`src/rtl/audio_tone_tx.sv`:
```
// Stereo square-wave tone generator driving a left-justified serial DAC; 512-clk frame, 16 left + 16 right bits.
// Optional amplitude ramp per frame when AUDIO_FADE_EN is defined.
module audio_tone_tx #(
  parameter int FS_INT   = 195312,
  parameter int MAX_FREQ = 20000
`ifdef AUDIO_FADE_EN
  ,
  parameter int FADE_STEP = 256
`endif
) (
  input  logic        clk,
  input  logic        rst,
  input  logic [25:0] freqL,
  input  logic [25:0] freqR,
  input  logic [2:0]  volume,
  output logic        audio_mclk,
  output logic        audio_lrck,
  output logic        audio_sck,
  output logic        audio_sdin,
  output logic        sample_tick
);

  logic [8:0]  cnt_q;
  logic        tick_q;
  logic        sdin_q;
  logic [31:0] frame_q;
  logic [31:0] frame_d;
  logic [17:0] acc_q [2];
  logic [17:0] acc_d [2];
  logic [1:0]  pol_q;
  logic [1:0]  pol_d;
  logic [25:0] freq [2];
  logic [15:0] sample [2];
  logic [15:0] amp;
  logic        frame_start;
`ifdef AUDIO_FADE_EN
  logic [15:0] amp_cur_q [2];
  logic [15:0] amp_cur_d [2];
`endif

  assign freq[0]     = freqL;
  assign freq[1]     = freqR;
  assign amp         = {1'b0, volume, 12'b0};
  // The tone update is registered on the 511 -> 0 edge so its result is live while cnt == 0.
  assign frame_start = (cnt_q == 9'd511);

  always_comb begin
    logic [18:0] t;
    logic        silent;
    logic [15:0] mag;
`ifdef AUDIO_FADE_EN
    logic [15:0] target;
`endif
    for (int ch = 0; ch < 2; ch++) begin
      silent     = (freq[ch] == 26'd0) || (freq[ch] >= 26'(MAX_FREQ));
      t          = 19'(acc_q[ch]) + {freq[ch][17:0], 1'b0};
      acc_d[ch]  = acc_q[ch];
      pol_d[ch]  = pol_q[ch];
      mag        = '0;
      sample[ch] = '0;
`ifdef AUDIO_FADE_EN
      target        = silent ? 16'd0 : amp;
      amp_cur_d[ch] = amp_cur_q[ch];
      if (amp_cur_q[ch] < target) begin
        amp_cur_d[ch] = ((target - amp_cur_q[ch]) > 16'(FADE_STEP)) ?
                        amp_cur_q[ch] + 16'(FADE_STEP) : target;
      end else if (amp_cur_q[ch] > target) begin
        amp_cur_d[ch] = ((amp_cur_q[ch] - target) > 16'(FADE_STEP)) ?
                        amp_cur_q[ch] - 16'(FADE_STEP) : target;
      end
      // Phase is frozen while fading out so the tail keeps its polarity.
      if (silent) begin
        if (amp_cur_d[ch] == 16'd0) begin
          acc_d[ch] = '0;
          pol_d[ch] = 1'b0;
        end
      end else if (t >= 19'(FS_INT)) begin
        acc_d[ch] = 18'(t - 19'(FS_INT));
        pol_d[ch] = ~pol_q[ch];
      end else begin
        acc_d[ch] = t[17:0];
      end
      mag = amp_cur_d[ch];
`else
      if (silent) begin
        acc_d[ch] = '0;
        pol_d[ch] = 1'b0;
      end else begin
        if (t >= 19'(FS_INT)) begin
          acc_d[ch] = 18'(t - 19'(FS_INT));
          pol_d[ch] = ~pol_q[ch];
        end else begin
          acc_d[ch] = t[17:0];
        end
        mag = amp;
      end
`endif
      sample[ch] = pol_d[ch] ? mag : -mag;
    end
    frame_d = {sample[0], sample[1]};
  end

  always_ff @(posedge clk or negedge rst) begin
    if (!rst) begin
      cnt_q    <= '0;
      tick_q   <= 1'b0;
      sdin_q   <= 1'b0;
      frame_q  <= '0;
      pol_q    <= '0;
      acc_q[0] <= '0;
      acc_q[1] <= '0;
`ifdef AUDIO_FADE_EN
      amp_cur_q[0] <= '0;
      amp_cur_q[1] <= '0;
`endif
    end else begin
      cnt_q  <= cnt_q + 9'd1;
      tick_q <= frame_start;
      // ~cnt[8:4] == 31 - slot: MSB of the left word leads the frame.
      sdin_q <= frame_q[~cnt_q[8:4]];
      if (frame_start) begin
        frame_q  <= frame_d;
        pol_q    <= pol_d;
        acc_q[0] <= acc_d[0];
        acc_q[1] <= acc_d[1];
`ifdef AUDIO_FADE_EN
        amp_cur_q[0] <= amp_cur_d[0];
        amp_cur_q[1] <= amp_cur_d[1];
`endif
      end
    end
  end

  assign audio_mclk  = cnt_q[1];
  assign audio_sck   = cnt_q[3];
  assign audio_lrck  = cnt_q[8];
  assign audio_sdin  = sdin_q;
  assign sample_tick = tick_q;

endmodule
```
`config.mk`:
```
export PLATFORM = sky130hd
export DESIGN_NAME = audio_tone_tx
export DESIGN_NICKNAME = d
export VERILOG_FILES = /design/src/rtl/audio_tone_tx.sv
export SDC_FILE = /design/constraint.sdc
export NUM_CORES = 1
export LEC_CHECK = 0
export BUFFER_PORTS_ARGS = -buffer_cell sky130_fd_sc_hd__buf_4
export CORE_MARGIN = 10
export CORE_UTILIZATION = 47
export DETAILED_ROUTE_END_ITERATION = 6
export PLACE_DENSITY = 0.69
export SLEW_MARGIN = 40
export SYNTH_ARGS = -nofsm -noshare
export SYNTH_HDL_FRONTEND = slang
export SYNTH_SLANG_ARGS = --single-unit
```
`constraint.sdc`:
```
create_clock -name clk -period 3.2 [get_ports clk]
set_input_delay 0.96 -clock clk [delete_from_list [all_inputs] [get_ports clk]]
set_output_delay 0.96 -clock clk [all_outputs]
set_load 0.005 [all_outputs]
```
==> implementation parameters, run 1 <==
Parameter                              Value

Outcome
  Outcome    finished, violations left
  Failing checks    negative setup slack

Logic synthesis
  Yosys top cell by area    dfrtp_1
  Sequential-to-total area share from yosys stat    26.6%
  Post-Synthesis Mean Instance Area    8.47 sq um
  Top cells by area in the synthesized netlist    dfrtp_1, ha_1, xnor2_1
  Flip-flop and latch count after synthesis    55
  Post-synthesis instance area    0.00517 sq mm
  Top cell types by occurrence after synthesis    nand2_1, dfrtp_1, xnor2_1, ha_1, nor2_1
  Unique cell type count in the Yosys netlist    74
  Share of async-settable or async-resettable flops after synthesis    100%
  Number of cells produced by synthesis    611
  Post-Syn Nets    710
  Number of synthesized flops with an enable pin    0
  Leading cell type by number of instances after synthesis    nand2_1
  Post-synth top area share    26.6%
  Synth Warn #    0
  Primary flip-flop cell chosen by synthesis mapping    dfrtp_1

Cells and area
  Final core utilization    75.9%
  Count of nets after finishing    971
  Signed area change from the synthesized netlist to the final layout    58.5%
  # diodes    0
  Share of final-layout standard cells stronger than drive strength 1    45.0%

Clock network
  Longest Clk Path Bufs    2
  CTS tree    built
  Sink Count    55
  # hold bufs at CTS    0
  CTS clk-pin slew, worst paths    0.11 ns
  Total clock buffers created by CTS    5
  Buffer type at the clock tree root    clkbuf_8
  Number of levels the H-tree was split into    2
  Clock Latency Late Sink    0.33 ns

STA
  Crit path time final    3.73 ns
  Worst setup slack after layout    -0.527 ns
  Final total negative setup slack    -14.36 ns
  Final-report max-slew violation count    0
  Number of hold violations in the final report    0
  Final clock period utilization by the worst path    116%
  Final count of negative-setup-slack endpoints    36
  RSZ-0062 raised after global routing    yes
  Normalized max-slew margin    53.3%
  Clk_skew    0.0154 ns
  Fmax achieved    0.268 GHz
  Slew at the pin closest to its max-slew limit    0.701 ns

Critical path
  Setup crit end kind    flip-flop
  Crit path launch type    input port
  Reg-to-reg slack, setup    -0.30 ns
  Max stage delay on crit path    0.45 ns
  Worst-path maximum fanout    4
  Critical Path, Cell by Cell    buf_8, ha_4, buf_4, a211o_1, a2111oi_2, o21bai_1, a211oi_2, a221oi_4, o21bai_2, a21oi_4, or3_4, and3_4, a311o_1
  Reg-to-reg critical path endpoint    frame_q[14]$_DFFE_PN0P_
  Reg-to-reg startpoint    acc_q[7]$_DFFE_PN0P_
  Combined buffer and inverter count along the critical path    2
  Crit path max-delay cell type    a2111oi_2
  Cell family with most CP delay    compound AO/OA/AOI/OAI gates
  Arrival time at the worst endpoint    3.95 ns
  Worst setup path class    in2reg
  Number of cells on the worst reg-to-reg path    11
  Data required time at the worst endpoint    3.43 ns

Job
  Total of max-cap violations    0

Floorplan
  Area of the die    0.0156 sq mm
  Horizontal die dimension    125 microns
  Number of cell rows    38
  Initial core utilization    47.9%
  Die boundary height    125 microns
  Core Region    0.0108 sq mm
  Boundary pin count    62

Pwr
  Leakage power summed over all cells    0.00371 uW
  Switching power summed over all nets    707 uW
  Cell-internal power    1370 uW
  Pwr per Cell Area    253 mW/mm^2
  Combinational group share of total power    46.8%
  Clock network power share    19.7%
  Seq pwr share    33.5%
  Switching Share    34.1%
  Peak ir drop on the vdd network    0.205 mV

Placed design
  Number of I/O port buffers    61
  Post-detailed-placement half-perimeter wirelength    12.9 mm
  Post-Place Worst Slack    -0.915 ns
  Final RePlAce weighted congestion    0.959

Min path
  Hold crit path type    reg2reg
  Endpoint with the worst hold slack    cnt_q[0]$_DFF_PN0_
  Worst hold path cell count    1
  Startpoint of the most critical hold path    cnt_q[0]$_DFF_PN0_

Detailed routing
  Remaining DRCs    0
  Number of iterations in the first detailed-routing pass    5
  Avg Vias per Cell    5.87
  Final WL    17.9 mm
  Number of violations reported at the end of detailed-routing iteration 0    364
  Antenna-violating nets left    0
  Drt wl/cell    17.7 microns
  Via count of the routed design    5943

Global route
  Global-route usage over all layers    21.1%
  Global-route wire length before repair    28.4 mm
  Remaining global-route overflow    0
  Number of antenna violations at the first check in global routing    0
  Number of global-route vias before repair    6031
  Largest net degree at the start of global routing    56
-- stage by stage --
stage / cells / power, uW / instance area [sq um] / hold slack (ns)
6_report: 1013 / 2070 / 8200 / 0.482
4_1_cts: 998 / 1970 / 7870 / 0.486
3_3_place_gp: 957 / 1450 / 7250 / 0.459
5_1_grt: 1013 / 2180 / 8200 / 0.508
2_1_floorplan: 611 / 1140 / 5480 / 0.440
3_5_place_dp: 957 / 1480 / 7250 / 0.470
-- registers in the layout (all words and copies together), names as in the netlist --
register     cells
acc_q           34
audio_sdin       1
cnt_q            9
frame_q          8
pol_q            2
sample_tick      1
-- power groups by stage --
stage	combinational [uW]	sequential, uW	clock [uW]
2_1_floorplan	427	708	0
3_3_place_gp	746	708	0
3_5_place_dp	769	708	0
4_1_cts	866	695	410
5_1_grt	1040	695	442
6_report	969	695	409
-- area by class of cell --
type / count / area (sq um)
flip-flops and latches: 55 / 1380
clock inverters: 2 / 16.3
repair buffers: 279 / 2160
inverters: 30 / 113
fillers: 702 / 2600
well taps: 140 / 175
clock buffers: 6 / 72.6
multi-input cells: 501 / 4280
-- kinds of logic (layout without fill, tap and decap cells) --
group	count (synthesis)	after routing	synth area share, %
simple gates	220	220	21.9
compound gates	178	178	25.7
xor+xnor	53	53	8.97
flops	55	55	26.6
fa+ha+maj	42	42	10.4
buf+inv	55	317	4.28
mux	8	8	2.06
-- how the worst max path moves through the flow --
stage | end | start | cells past startpoint | slack (ns)
finish | frame_q[14]$_DFFE_PN0P_ | freqR[0] | 13 | -0.53
floorplan | frame_q[30]$_DFFE_PN0P_ | freqL[6] | 13 | -0.52
CTS | frame_q[14]$_DFFE_PN0P_ | freqR[0] | 15 | -0.40
global route | frame_q[14]$_DFFE_PN0P_ | freqR[0] | 13 | -0.66
global placement | frame_q[14]$_DFFE_PN0P_ | freqR[0] | 14 | -0.85
detailed placement | frame_q[14]$_DFFE_PN0P_ | freqR[0] | 14 | -0.91
-- routing by layer --
metal / track usage (%) / wire (microns) / part of all wire, %
met3: 2.51 / 694 / 3.9
met5: 0 / 0 / 0
met4: 8.33 / 709 / 4.0
met1: 24.1 / 7320 / 41
met2: 38.8 / 9170 / 51
-- timing repair --
item,CTS,global route
cloned,1,0
gates resized for setup,54,40
pin swaps,38,36
setup endpoints to repair,36,37
setup buffers,32,19
-- cells in the final DEF, fill, tap and decap left out, types with 9 or more instances in the layout --
| cell | synthesis | layout |
|---|---|---|
| buf_4 | 1 | 265 |
| nand2_1 | 58 | 56 |
| dfrtp_1 | 55 | 55 |
| xnor2_1 | 42 | 34 |
| nor2_1 | 39 | 33 |
| inv_1 | 29 | 26 |
| ha_1 | 40 | 26 |
| a21oi_1 | 27 | 21 |
| nand3_1 | 19 | 19 |
| o21ai_0 | 21 | 17 |
| o2bb2ai_1 | 17 | 17 |
| a21o_1 | 16 | 16 |
| nor3_1 | 25 | 16 |
| nand4_1 | 14 | 14 |
| ha_4 | 0 | 13 |
| o31ai_1 | 13 | 11 |
| xor2_1 | 11 | 10 |
| buf_6 | 1 | 10 |
| nor4_1 | 11 | 9 |
| o211ai_1 | 9 | 9 |
Power figures use the tool's default switching activity.
==> inputs of run 2 (changes only) <==
--- a/config.mk
+++ b/config.mk
@@ -10,6 +10,7 @@
 export CORE_UTILIZATION = 47
 export DETAILED_ROUTE_END_ITERATION = 6
 export PLACE_DENSITY = 0.69
+export REMOVE_ABC_BUFFERS = 1
 export SLEW_MARGIN = 40
 export SYNTH_ARGS = -nofsm -noshare
 export SYNTH_HDL_FRONTEND = slang
==> implementation parameters, run 2 (synthesis results as in run 1) <==
Parameter                              Value

Outcome
  Outcome    finished, violations left
  Failing checks    negative setup slack

Global route
  Remaining global-route overflow    0 (unchanged)
  Global-route usage over all layers    20.8% (-0.22 points)
  Global-route wire length before repair    28.0 mm (-1.2%)
  Largest net degree at the start of global routing    56 (unchanged)
  Number of global-route vias before repair    5835 (-3.2%)
  Number of antenna violations at the first check in global routing    0 (unchanged)

Cells and area
  Commonest non-fill, non-tap cells in the layout    buf_4, nand2_1, dfrtp_1
  Leading cell type in the layout, fill and taps excluded    buf_4
  Count of nets after finishing    973 (+0.21%)
  Share of final-layout standard cells stronger than drive strength 1    45.2% (+0.23 points)
  Largest registers    acc_q x34, cnt_q x9, frame_q x8
  Register name with the most flops    acc_q
  # diodes    0 (unchanged)
  Final core utilization    76.3% (+0.39 points)
  Signed area change from the synthesized netlist to the final layout    59.3%
  Fin cells    1013 (unchanged)
  Number of flip-flops in the largest register    34 (unchanged)

Floorplan
  Initial core utilization    47.9% (unchanged)
  Die boundary height    125 microns (unchanged)
  Horizontal die dimension    125 microns (unchanged)
  Area of the die    0.0156 sq mm (unchanged)
  Boundary pin count    62 (unchanged)
  Number of cell rows    38 (unchanged)
  Core Region    0.0108 sq mm (unchanged)

Clock network
  Buffer type at the clock tree root    clkbuf_8
  CTS tree    built
  Longest Clk Path Bufs    2 (unchanged)
  Clock Latency Late Sink    0.32 ns (about the same)
  Number of levels the H-tree was split into    2 (unchanged)
  # hold bufs at CTS    0 (unchanged)
  CTS clk-pin slew, worst paths    0.10 ns (about the same)
  Sink Count    55 (unchanged)
  Total clock buffers created by CTS    5 (unchanged)

Pwr
  Cell-internal power    1350 uW (-1.2%)
  Combinational group share of total power    47.7% (+0.9 points)
  Clock network power share    18.4% (-1.3 points)
  Seq pwr share    34.0% (+0.5 points)
  Peak ir drop on the vdd network    0.144 mV (-30%)
  Switching Share    34.0% (-0.12 points)
  Switching power summed over all nets    695 uW (-1.7%)
  Leakage power summed over all cells    0.00372 uW (+0.12%)
  Pwr per Cell Area    248 mW/mm^2 (-1.9%)

STA
  Crit path time final    3.75 ns (+0.0279 ns)
  RSZ-0062 raised after global routing    yes
  Final total negative setup slack    -14.39 ns (-0.0299 ns)
  Slew at the pin closest to its max-slew limit    0.692 ns (-0.00818 ns)
  Final clock period utilization by the worst path    117% (+0.87 points)
  Final-report max-slew violation count    0 (unchanged)
  Fmax achieved    0.266 GHz (-0.74%)
  Number of hold violations in the final report    0 (unchanged)
  Clk_skew    0.0150 ns (-0.000402 ns)
  Normalized max-slew margin    53.8% (+0.55 points)
  Worst setup slack after layout    -0.554 ns (-0.0279 ns)
  Minimum hold slack    0.484 ns (+0.00212 ns)
  Final count of negative-setup-slack endpoints    36 (unchanged)

Job
  Total of max-cap violations    0 (unchanged)

Detailed routing
  Final WL    17.9 mm (+0.13%)
  Uppermost layer routed    met4
  Met2 wirelength from detailed routing    9.21 mm (+0.36%)
  Number of violations reported at the end of detailed-routing iteration 0    372 (+2.2%)
  Number of iterations in the first detailed-routing pass    5 (unchanged)
  Avg Vias per Cell    5.81 (-0.96%)
  Antenna-violating nets left    0 (unchanged)
  Met3 wire length    735 microns (+5.9%)
  Via count of the routed design    5886 (-0.96%)
  Remaining DRCs    0 (unchanged)
  Drt wl/cell    17.7 microns (+0.13%)
  M1 WL    7.54 mm (+3.1%)

Critical path
  Setup crit end kind    flip-flop
  Arrival time at the worst endpoint    3.96 ns (about the same)
  Worst-path maximum fanout    4 (unchanged)
  Data required time at the worst endpoint    3.41 ns (-0.02 ns)
  Worst setup path class    in2reg
  Crit path launch type    input port

Placed design
  Number of placed cells counting well taps    973 (+1.7%)
  Final RePlAce weighted congestion    0.897 (-6.4%)
  Number of I/O port buffers    61 (unchanged)
  Post-detailed-placement half-perimeter wirelength    12.6 mm (-2.6%)

Min path
  Hold crit path type    reg2reg
-- run 2: cell types whose count changed in the layout (fill, tap and decap cells not counted), moves of 3 or more --
cell and delta:
xnor2_2 -3, ha_2 +4, nor3_2 -3, xnor2_1 +3, nor2_2 -3, ha_4 -3
-- run 2: cell type report --
| cell class | count | area (sq um) |
|---|---|---|
| multi-input cells | 501 | 4310 |
| fillers | 709 | 2550 |
| repair buffers | 281 | 2190 |
| flip-flops and latches | 55 | 1380 |
| well taps | 140 | 175 |
| inverters | 30 | 113 |
| clock buffers | 5 | 68.8 |
| clock inverters | 1 | 7.51 |
-- run 2: metal layers --
| layer | up-vias | global-route usage, % |
|---|---|---|
| met3 | 37 | 2.51 |
| met1 | 2836 | 25.4 |
| met2 | 177 | 37.2 |
| li1 | 2836 | - |
| met4 | 0 | 6.71 |
| met5 | - | 0 |
-- run 2: worst max-delay path: stages --
cell	delay (ns)
buf_8	0.10
ha_4	0.16
inv_2	0.06
fa_2	0.23
nor2b_4	0.05
buf_4	0.13
buf_4	0.14
a2111oi_4	0.35
o21bai_1	0.15
a211oi_2	0.32
a221oi_2	0.12
o21bai_2	0.24
a21oi_4	0.12
or3_4	0.41
and3_4	0.16
a311o_1	0.27
-- run 2: repair_timing --
| item | 4_1_cts | 5_1_grt |
|---|---|---|
| cloned | 0 | 1 |
| buffers inserted | 19 | 16 |
| endpoints found under the setup margin | 36 | 36 |
| pin swaps | 58 | 37 |
| resized for setup | 119 | 44 |
-- run 2: final timing paths --
kind	slack [ns]	startpoint	depth (start not counted)	to
min in group asynchronous	0.67	rst	1	cnt_q[3]$_DFF_PN0_
max reg2reg	-0.28	acc_q[1]$_DFFE_PN0P_	15	frame_q[14]$_DFFE_PN0P_
min reg2reg	0.48	cnt_q[0]$_DFF_PN0_	1	cnt_q[0]$_DFF_PN0_
max in group asynchronous	2.05	rst	1	acc_q[7]$_DFFE_PN0P_
min	0.48	cnt_q[0]$_DFF_PN0_	1	cnt_q[0]$_DFF_PN0_
max	-0.55	freqR[0]	16	frame_q[14]$_DFFE_PN0P_
-- run 2: power by group through the flow --
stage / Clock, uW / Combinational, uW / Sequential [uW]
2_1_floorplan: 0 / 373 / 708
3_3_place_gp: 0 / 713 / 708
3_5_place_dp: 0 / 732 / 708
4_1_cts: 376 / 868 / 694
5_1_grt: 412 / 1040 / 695
6_report: 375 / 974 / 694
-- run 2: stage by stage --
step	total power (uW)	setup slack, ns	instance area [sq um]
global route	2150	-0.623	8240
finish	2040	-0.554	8240
detailed placement	1440	-1.12	7090
floorplan	1080	-1.03	5060
CTS	1940	-0.448	7880
global placement	1420	-1.05	7090
==> inputs of run 3 (changes only) <==
--- a/config.mk
+++ b/config.mk
@@ -9,7 +9,8 @@
 export CORE_MARGIN = 10
 export CORE_UTILIZATION = 47
 export DETAILED_ROUTE_END_ITERATION = 6
-export PLACE_DENSITY = 0.69
+export MAX_ROUTING_LAYER = met4
+export PLACE_DENSITY = 0.78
 export REMOVE_ABC_BUFFERS = 1
 export SLEW_MARGIN = 40
 export SYNTH_ARGS = -nofsm -noshare
==> implementation parameters, run 3 (synthesis results as in run 1) <==
Parameter                              Value

Detailed routing
  Number of iterations in the first detailed-routing pass    6 (+1)
  Antenna-violating nets left    0 (unchanged)
  Avg Vias per Cell    6.31 (+8.6%)
  Final WL    21.3 mm (+19%)
  Via count of the routed design    6441 (+9.4%)
  Remaining DRCs    0 (unchanged)
  Number of violations reported at the end of detailed-routing iteration 0    590 (+59%)
  Drt wl/cell    20.8 microns (+18%)

STA
  RSZ-0062 raised after global routing    yes
  Final clock period utilization by the worst path    121% (+3.6 points)
  Worst setup slack after layout    -0.669 ns (-0.115 ns)
  Clk_skew    0.0147 ns (-0.000321 ns)
  Slew at the pin closest to its max-slew limit    0.710 ns (+0.0171 ns)
  Minimum hold slack    0.500 ns (+0.0161 ns)
  Final-report max-slew violation count    0 (unchanged)
  Final total negative setup slack    -17.03 ns (-2.64 ns)
  Fmax achieved    0.258 GHz (-3.0%)
  Final count of negative-setup-slack endpoints    36 (unchanged)
  Crit path time final    3.87 ns (+0.115 ns)
  Number of hold violations in the final report    0 (unchanged)
  Normalized max-slew margin    52.7% (-1.1 points)

Cells and area
  Count of nets after finishing    979 (+0.62%)
  Number of flip-flops in the largest register    34 (unchanged)
  Register name with the most flops    acc_q
  # diodes    0 (unchanged)
  Multi-input logic area    0.00444 sq mm (+3.0%)
  Share of final-layout standard cells stronger than drive strength 1    46.7% (+1.4 points)
  Largest registers    acc_q x34, cnt_q x9, frame_q x8
  Filler Cells Inserted    614 (-13%)
  Leading cell type in the layout, fill and taps excluded    buf_4
  Total area of sequential cells    0.00138 sq mm (unchanged)
  Signed area change from the synthesized netlist to the final layout    63.3%
  Final std cell area, no fill    0.00845 sq mm (+2.5%)
  Commonest non-fill, non-tap cells in the layout    buf_4, nand2_1, dfrtp_1
  Final core utilization    78.3% (+1.9 points)

Global route
  Global-route usage over all layers    23.8% (+2.9 points)
  Number of global-route vias before repair    6302 (+8.0%)
  Number of antenna violations at the first check in global routing    0 (unchanged)
  Global-route wire length before repair    30.8 mm (+9.8%)
  Remaining global-route overflow    0 (unchanged)
  Largest net degree at the start of global routing    56 (unchanged)

Pwr
  Leakage power summed over all cells    0.00380 uW (+2.1%)
  Pwr per Cell Area    261 mW/mm^2 (+5.2%)
  Peak ir drop on the vdd network    0.191 mV (+33%)

Critical path
  Data required time at the worst endpoint    3.41 ns (about the same)
  Arrival time at the worst endpoint    4.08 ns (+0.12 ns)
  Setup crit end kind    flip-flop
  Worst-path maximum fanout    4 (unchanged)
  Crit path launch type    input port
  Worst setup path class    in2reg

Placed design
  Number of I/O port buffers    61 (unchanged)
  Cell Area, Placed    0.00708 sq mm (-0.21%)
  Post-detailed-placement half-perimeter wirelength    13.1 mm (+3.9%)
  Final RePlAce weighted congestion    0.981 (+9.4%)

Floorplan
  Horizontal die dimension    125 microns (unchanged)
  Initial core utilization    47.9% (unchanged)
  Number of cell rows    38 (unchanged)
  Core Region    0.0108 sq mm (unchanged)
  Boundary pin count    62 (unchanged)
  Area of the die    0.0156 sq mm (unchanged)
  Die boundary height    125 microns (unchanged)

Min path
  Hold crit path type    reg2reg

Clock network
  CTS clk-pin slew, worst paths    0.11 ns (about the same)
  Sink Count    55 (unchanged)
  CTS tree    built
  # hold bufs at CTS    0 (unchanged)
  Number of levels the H-tree was split into    2 (unchanged)
  Longest Clk Path Bufs    2 (unchanged)
  Total clock buffers created by CTS    5 (unchanged)
  Clock Latency Late Sink    0.34 ns (+0.02 ns)
  Buffer type at the clock tree root    clkbuf_8

Outcome
  Outcome    finished, violations left
  Failing checks    negative setup slack

Job
  Total of max-cap violations    0 (unchanged)
## run 3: cell count changes in the layout (fill, tap and decap cells not counted), moves of 4 or more
cell / change
nor3_4: +5
xnor2_2: +4
nor3_1: -5
nor3b_2: -4
xnor2_1: -5
nor3b_4: +4
## run 3: timing repair
item	CTS	global route
setup buffers	19	25
pin swaps	64	61
setup endpoints to repair	36	36
gates resized for setup	122	67
cloned	2	0
## run 3: path summary, 6_finish.rpt
path / from / end / slack (ns) / cells after the start
hold / removal: cnt_q[0]$_DFF_PN0_ / cnt_q[0]$_DFF_PN0_ / 0.50 / 1
min in group asynchronous: rst / acc_q[19]$_DFFE_PN0P_ / 0.64 / 1
setup / recovery: freqL[3] / frame_q[29]$_DFFE_PN0P_ / -0.67 / 17
hold reg to reg: cnt_q[0]$_DFF_PN0_ / cnt_q[0]$_DFF_PN0_ / 0.50 / 1
setup reg to reg: acc_q[22]$_DFFE_PN0P_ / acc_q[32]$_DFFE_PN0P_ / -0.39 / 17
max in group asynchronous: rst / cnt_q[0]$_DFF_PN0_ / 2.05 / 1
## run 3: area by class of cell
type | instances | area share [%]
Clock buffer | 7 | 0.904
Clock inverter | 1 | 0.104
Inverter | 30 | 1.33
Multi-Input combinational cell | 501 | 52.5
Sequential cell | 55 | 16.3
Tap cell | 140 | 2.07
Timing Repair Buffer | 287 | 26.8
## run 3: power breakdown
group | internal (uW) | total, uW | switching (uW)
sequential | 695 | 695 | 0.00281
clock | 159 | 416 | 257
combinational | 562 | 1100 | 533
## run 3: metal layers
metal	share of wire (%)	vias to the layer above	GRT usage, %
met3	5.9	153	2.85
met5	0	-	-
met1	37	3045	25.9
met2	50	396	42.2
li1	-	2847	-
met4	6.4	0	11.1
## run 3: worst max-delay path, cell delays in order
cell and delay (ns):
buf_4 0.13, ha_4 0.27, buf_6 0.11, o211ai_1 0.11, buf_4 0.17, a211oi_4 0.24
buf_4 0.15, nor2_1 0.06, xnor2_1 0.31, nand2_1 0.14, o211ai_1 0.36, a311oi_4 0.19
buf_4 0.19, nor3b_4 0.29, buf_6 0.15, nand4b_1 0.13, a31oi_1 0.12
## run 3: metrics by stage
| stage | setup slack (ns) | power [uW] | instances |
|---|---|---|---|
| 2_1_floorplan | -1.03 | 1080 | 586 |
| 3_5_place_dp | -1.12 | 1440 | 971 |
| 4_1_cts | -0.448 | 1990 | 999 |
| 6_report | -0.669 | 2210 | 1021 |
| 5_1_grt | -0.764 | 2280 | 1021 |
| 3_3_place_gp | -1.02 | 1420 | 971 |
